[config.mk]
export PLATFORM = sky130hd
export DESIGN_NAME = fsm_table_ctrl
export DESIGN_NICKNAME = d
export VERILOG_FILES = /design/src/rtl/fsm_table_ctrl.sv
export SDC_FILE = /design/constraint.sdc
export NUM_CORES = 1
export LEC_CHECK = 0
export BUFFER_PORTS_ARGS = -buffer_cell sky130_fd_sc_hd__buf_2
export CORE_AREA = 2 2 119 121
export CTS_BUF_LIST = sky130_fd_sc_hd__clkbuf_8
export DETAILED_ROUTE_END_ITERATION = 10
export DIE_AREA = 0 0 121 123
export GPL_ROUTABILITY_DRIVEN = 0
export PLACE_DENSITY_LB_ADDON = 0.08
export SLEW_MARGIN = 5
export SYNTH_ARGS = -nofsm -noshare
export SYNTH_HDL_FRONTEND = slang
export SYNTH_SLANG_ARGS = --single-unit
[constraint.sdc]
create_clock -name clk -period 4.28 [get_ports clk]
set_clock_uncertainty 0.2 [all_clocks]
set_input_delay 0.642 -clock clk [delete_from_list [all_inputs] [get_ports clk]]
set_output_delay 0.642 -clock clk [all_outputs]
set_load 0.005 [all_outputs]
[src/rtl/fsm_table_ctrl.sv]
// Table-driven 8-state FSM sequencer: loads a 32-entry next-state/output table over a
// valid/ready port, then replays it free-running or one transition at a time.
module fsm_table_ctrl #(
    parameter int unsigned SW    = 3,
    parameter int unsigned IW    = 2,
    parameter int unsigned OW    = 3,
    parameter int unsigned DEPTH = 2 ** (SW + IW),
    parameter int unsigned CW    = 16
) (
    input  logic             clk,
    input  logic             reset,
    input  logic             cfg_start,
    input  logic             cfg_valid,
    input  logic [OW+SW-1:0] cfg_data,
    output logic             cfg_ready,
    input  logic             run_en,
    input  logic             step,
    input  logic [IW-1:0]    a,
    output logic [OW-1:0]    saida,
    output logic [SW-1:0]    state_q,
    output logic [1:0]       mode,
    output logic             loaded,
    output logic [CW-1:0]    trans_cnt
);

    localparam int unsigned AW = SW + IW;
    localparam logic [AW-1:0] LastIdx = AW'(DEPTH - 1);

    typedef enum logic [1:0] {
        StIdle  = 2'd0,
        StLoad  = 2'd1,
        StReady = 2'd2,
        StRun   = 2'd3
    } mode_e;

    mode_e            mode_q, mode_d;
    logic [AW-1:0]    idx_q, idx_d;
    logic [SW-1:0]    state_d;
    logic [OW-1:0]    saida_d;
    logic             loaded_d;
    logic [CW-1:0]    cnt_d;
    logic             advance;
    logic [OW+SW-1:0] entry;

    // Table memory is deliberately left out of reset.
    logic [OW+SW-1:0] tbl [DEPTH];

    always_ff @(posedge clk) begin
        if (mode_q == StLoad && cfg_valid) begin
            tbl[idx_q] <= cfg_data;
        end
    end

    assign entry     = tbl[{state_q, a}];
    assign cfg_ready = (mode_q == StLoad);
    assign mode      = mode_q;

    always_comb begin
        mode_d   = mode_q;
        idx_d    = idx_q;
        state_d  = state_q;
        saida_d  = saida;
        loaded_d = loaded;
        cnt_d    = trans_cnt;
        advance  = 1'b0;

        case (mode_q)
            StIdle: begin
                if (cfg_start) begin
                    mode_d   = StLoad;
                    idx_d    = '0;
                    loaded_d = 1'b0;
                end
            end
            StLoad: begin
                if (cfg_valid) begin
                    idx_d = idx_q + AW'(1);
                    if (idx_q == LastIdx) begin
                        mode_d   = StReady;
                        loaded_d = 1'b1;
                        state_d  = '0;
                        saida_d  = '0;
                        cnt_d    = '0;
                    end
                end
            end
            StReady: begin
                if (cfg_start) begin
                    mode_d   = StLoad;
                    idx_d    = '0;
                    loaded_d = 1'b0;
                end else if (run_en) begin
                    mode_d = StRun;
                end else if (step) begin
                    advance = 1'b1;
                end
            end
            StRun: begin
                if (run_en) begin
                    advance = 1'b1;
                end else begin
                    mode_d = StReady;
                end
            end
            default: mode_d = StIdle;
        endcase

        if (advance) begin
            state_d = entry[SW-1:0];
            saida_d = entry[OW+SW-1:SW];
            cnt_d   = trans_cnt + CW'(1);
        end
    end

    always_ff @(posedge clk or negedge reset) begin
        if (!reset) begin
            mode_q    <= StIdle;
            idx_q     <= '0;
            state_q   <= '0;
            saida     <= '0;
            loaded    <= 1'b0;
            trans_cnt <= '0;
        end else begin
            mode_q    <= mode_d;
            idx_q     <= idx_d;
            state_q   <= state_d;
            saida     <= saida_d;
            loaded    <= loaded_d;
            trans_cnt <= cnt_d;
        end
    end

endmodule

== Yosys cells after proc, flatten, opt, wreduce, memory -nomap -nowiden ==
Memories as Yosys holds them, arrays and structs flattened.
Cells that the tools add are included.
Operators by class
  add/subtract/negate cells: 2
  equal/unequal tests: 10
  multiplexer cells: 30
  reductions and logical operators: 11
Operators with widths (number)
  16-bit 2-to-1 mux: 4
  16-bit by 1-bit adder with 16-bit output (second input constant): 1
  3-bit 2-to-1 mux: 5
  2-bit 2-to-1 mux: 6
  5-bit 2-to-1 mux: 2
  5-bit case mux with 2 select lines: 1
  1-bit 2-to-1 mux: 9
  2-bit case mux with 4 select lines: 1
  2-bit nonzero test: 4
  2-bit inequality test (second input constant): 3
  3-bit AND reduction: 2
  5-bit by 1-bit adder with 5-bit output (second input constant): 1
  5-bit equality test (second input constant): 1
  5-bit AND reduction: 1
  2-bit equality test (second input constant): 2
  2-bit by 1-bit inequality test with 1-bit output (second input constant): 2
  1-bit case mux with 2 select lines: 2
  4-bit AND reduction: 1
  3-bit inequality test (second input constant): 1
  2-bit by 1-bit equality test with 1-bit output (second input constant): 1
  2-bit logical NOT: 1
  2-bit OR reduction: 1
  1-bit logical AND: 1
Word-level totals
  flip-flop bits (word level): 30
  bits in writable memories: 192
  input bits: 14
  logic and storage cells: 60
  memories kept: 1
Memory list
  tbl: depth 32, width 6, rd ports 1, clocked after memory_dff 0, wr ports 1, RTL line 46  | logic [OW+SW-1:0] tbl [DEPTH];

== Longest topological paths before layout ==
  depth in word-level cells: 6
  depth in mapped cells: 9
  depth with buffers taken out: 7

== Worst setup path before layout ==
OpenSTA, ideal clock, no wires.
  path type: input -> register
  start: input port a[0]
  end: register state_q[1]
  setup time: 121 ps
  arrival: 1866 ps
  required time: 3959 ps
  path slack: 2093 ps
  stages: 6
  buffers on the path: 1
  cells stage by stage: buf_6 > mux4_1 > mux2_2 > nand2_1 > nand3_1 > a22o_1
Between the ends
  longest elaborated chain between the ends: 2
Ends and longest elaborated chain
  from (decl): RTL line 18  | input logic [IW-1:0] a,
  memory 32 x 6 bit
  3-bit 2-to-1 mux: RTL line 108  | if (advance) begin
  to (signal assigned): RTL line 126  | state_q <= state_d;
  to (decl): RTL line 20  | output logic [SW-1:0] state_q,
Every way passes these cells.
A chain may end at the register's enable or synchronous reset.

== Worst setup path after layout ==
  start: register idx_q[0]
  end: register trans_cnt[5]
Between the ends
  longest elaborated chain between the ends: 3
Ends and longest elaborated chain
  from (decl): RTL line 37  | logic [AW-1:0] idx_q, idx_d;
  from (signal assigned): RTL line 125  | idx_q <= idx_d;
  5-bit equality test: RTL line 78  | if (idx_q == LastIdx) begin
  2-bit nonzero test (no line)
  3-bit AND reduction (no line)
  to (signal assigned): RTL line 129  | trans_cnt <= cnt_d;
  to (decl): RTL line 23  | output logic [CW-1:0] trans_cnt
Every way passes these cells.

==> impl_metrics.yaml <==
detailed_routing:
  drt_iter0_drc: 430
  firstDrtPassIters: 5
  drc: 0
  ant_nets: 0
  routed_wirelength_microns: 18000
  avgRoutedWirePerCell_microns: 22.2
  vias: 4999
  drt-vias-per-instance: 6.16
synthesis:
  synth_top_area_share: 0.634
  synth_compound_area_frac: 0.0573
  yosysSeqAreaShare: 0.716
  ys_ff_latch: 222
  syn_inst: 550
  synth_top_family_by_area: "multiplexers"
  synth_fp_nets: 570
  ys_top_cells_by_area: "edfxtp_1 (63%), dfrtp_1 (8.2%), mux2i_1 (6.9%), mux4_2 (4.5%), a22oi_1 (2.3%)"
  yosys.area.top_type: "edfxtp_1"
  synth_xor_xnor_area_share: 0.00192
  synth_cell_types: 43
  yosys_warnings: 0
  syn_avg_cell_area_sq_um: 16.5
  yosys.area_share.simple: 0.0654
  yosys.area_share.adder: 0.00825
  netlist_area_sq_um: 9100
  synth.mux.area_fraction: 0.132
sta:
  min_period_ns: 2.70
  finalHoldViolCount: 0
  slew_headroom: 0.373
  setup_tns_ns: 0
  drv_slew: 0
  setup_viol: 0
  max_freq_mhz: 371
  rsz0062_at_grt: "no"
  timing.final.crit_share: 0.631
  worst_pin_slew_ns: 0.940
floorplanning:
  core-area_sq_um: 13600
  die_area_sq_um: 14900
  die_h_microns: 123
  ios: 40
  start_util: 0.669
  fp.dieW_microns: 121
  rows: 43
layout:
  diodes: 0
  final_common_cell: "edfxtp_1"
  final_cell_mix: "edfxtp_1 (192), mux2i_1 (63), nor2_1 (47)"
  fin_area_sq_um: 10000
  drive_gt1_frac: 0.181
  area_growth_pct: 10.4
  finalNetCount: 629
setup_path:
  cp.required_ns: 4.50
  crit_type: "register to register"
  cp.arrival_ns: 2.92
  cp_max_fo: 16
  cp-end-kind: "register"
  startpoint_type: "register"
pwr:
  p_clk_frac: 0.357
  swShare: 0.242
  p_comb_frac: 0.082
  pwr-share-seq: 0.561
  leakage_nw: 3.56
  worst_ir_drop_vdd_uv: 385
  p_sw_w: 0.00109
  internal_power_w: 0.00341
  power_density_nw_per_um2: 448
placement:
  dp_hpwl_microns: 11500
  placed_area_sq_um: 9410
  portBuffers: 39
global_route:
  grt_pass1_vias: 4911
  grt_pass1_wl_microns: 27500
  globalRoute.totalOverflow: 0
  grt_max_degree: 33
  antenna_found_initial: 0
  grt_use_total: 0.253
clock_tree:
  clk_latency_ns: 0.53
  clk_path_buf_depth: 3
  cts-root-buf: "clkbuf_8"
  cts_setup_buffers: 0
  cts_tree: "yes"
  cts_num_sinks: 222
  cts_buffers: 35
  htreeDepth: 2
  path_clk_slew_ns: 0.06
job:
  maxCapViolCount: 0
run_status:
  outcome: "finished clean"
worst_hold_path:
  min_path_type: "input pin to register"
per-layer routing:
metal	global-route usage	part of all wire
met5	0	0
met4	0.0799	0.025
met3	0.0554	0.049
met2	0.412	0.50
met1	0.349	0.43
metrics by stage:
step	total power, W	hold WS, ns	util	std cells	setup slack (ns)
finish	0.00450	0.209	0.738	811	1.58
global route	0.00466	0.212	0.738	811	1.41
CTS	0.00452	0.194	0.738	811	1.56
detailed placement	0.00294	0.274	0.692	751	1.44
global placement	0.00292	0.257	0.692	751	1.47
floorplan	0.00279	0.146	-	550	2.09
worst max-delay path: stages (launching register included):
cell and delay, ns:
dfrtp_1 0.44, ha_1 0.24, and3_1 0.18, ha_1 0.21, nand3_1 0.26, and2_0 0.79, o21ai_1 0.16, o21ai_0 0.12
Yosys cell counts:
master and instances:
and2b_1 1, a21oi_1 17, or3b_2 2, buf_2 6, clkbuf_1 6, o21ai_2 1, a221o_1 1, ha_1 6
xor2_1 2, nand3_1 15, o21ai_0 9, or3_1 1, nand2b_1 2, and2_1 7, a22o_1 6, and3_2 1
inv_1 4, nor4b_2 1, edfxtp_1 192, o31ai_1 4, mux4_2 18, nand2_1 26, dfrtp_1 30, a22oi_1 28
nand4_1 3, mux2i_1 63, buf_4 9, and3_1 3, nor2b_1 6, buf_6 3, a221oi_1 1, o21a_1 1
nor3b_1 1, and2_0 1, nor3_1 5, mux4_1 6, nor2_1 47, mux2_2 1, a31oi_1 2, o211ai_1 1
nand3b_1 3, a41oi_1 1, o21ai_1 7
registers in the layout (all words and copies together), names as in the netlist:
register,count
saida,3
idx_q,5
loaded,1
mode,2
trans_cnt,16
tbl,192
state_q,3
power groups by stage:
stage / Sequential [W] / Clock, W / Combinational, W
after detailed placement: 0.00257 / 0 / 0.000369
after floorplan: 0.00252 / 0 / 0.000270
after global placement: 0.00256 / 0 / 0.000357
after CTS: 0.00252 / 0.00162 / 0.000371
after global routing: 0.00253 / 0.00172 / 0.000403
final: 0.00253 / 0.00161 / 0.000371
final timing paths:
path	slack, ns	startpoint	depth (start not counted)	endpoint
hold reg to reg	0.28	trans_cnt[15]	1	trans_cnt[15]
setup reg to reg	1.58	idx_q[0]	7	trans_cnt[5]
max in group asynchronous	2.86	reset	2	state_q[0]
setup / recovery	1.58	idx_q[0]	7	trans_cnt[5]
min in group asynchronous	0.52	reset	2	state_q[1]
hold / removal	0.21	run_en	2	mode[0]
timing repair:
item                                   CTS  global route
hold buffers                             1             0
endpoints found under the hold margin   28             0
resized for setup                        0             0
cells by family (layout without fill, tap and decap cells):
logic type / Yosys count / in the layout
flip-flops: 222 / 222
AND/OR/NAND/NOR: 125 / 125
multiplexers: 88 / 88
AO/OA/AOI/OAI: 79 / 79
buffers and inverters: 28 / 109
adder cells (fa/ha/maj): 6 / 6
XOR/XNOR: 2 / 2
final cells by class:
type                    count  area, sq um
fillers                   825         3570
inverters                   4         15.0
multi-input cells         300         2410
clock inverters            20         86.3
flip-flops and latches    222         6520
repair buffers             46          250
clock buffers              39          537
well taps                 180          225
Note: power is estimated with default switching activity, not from simulation.
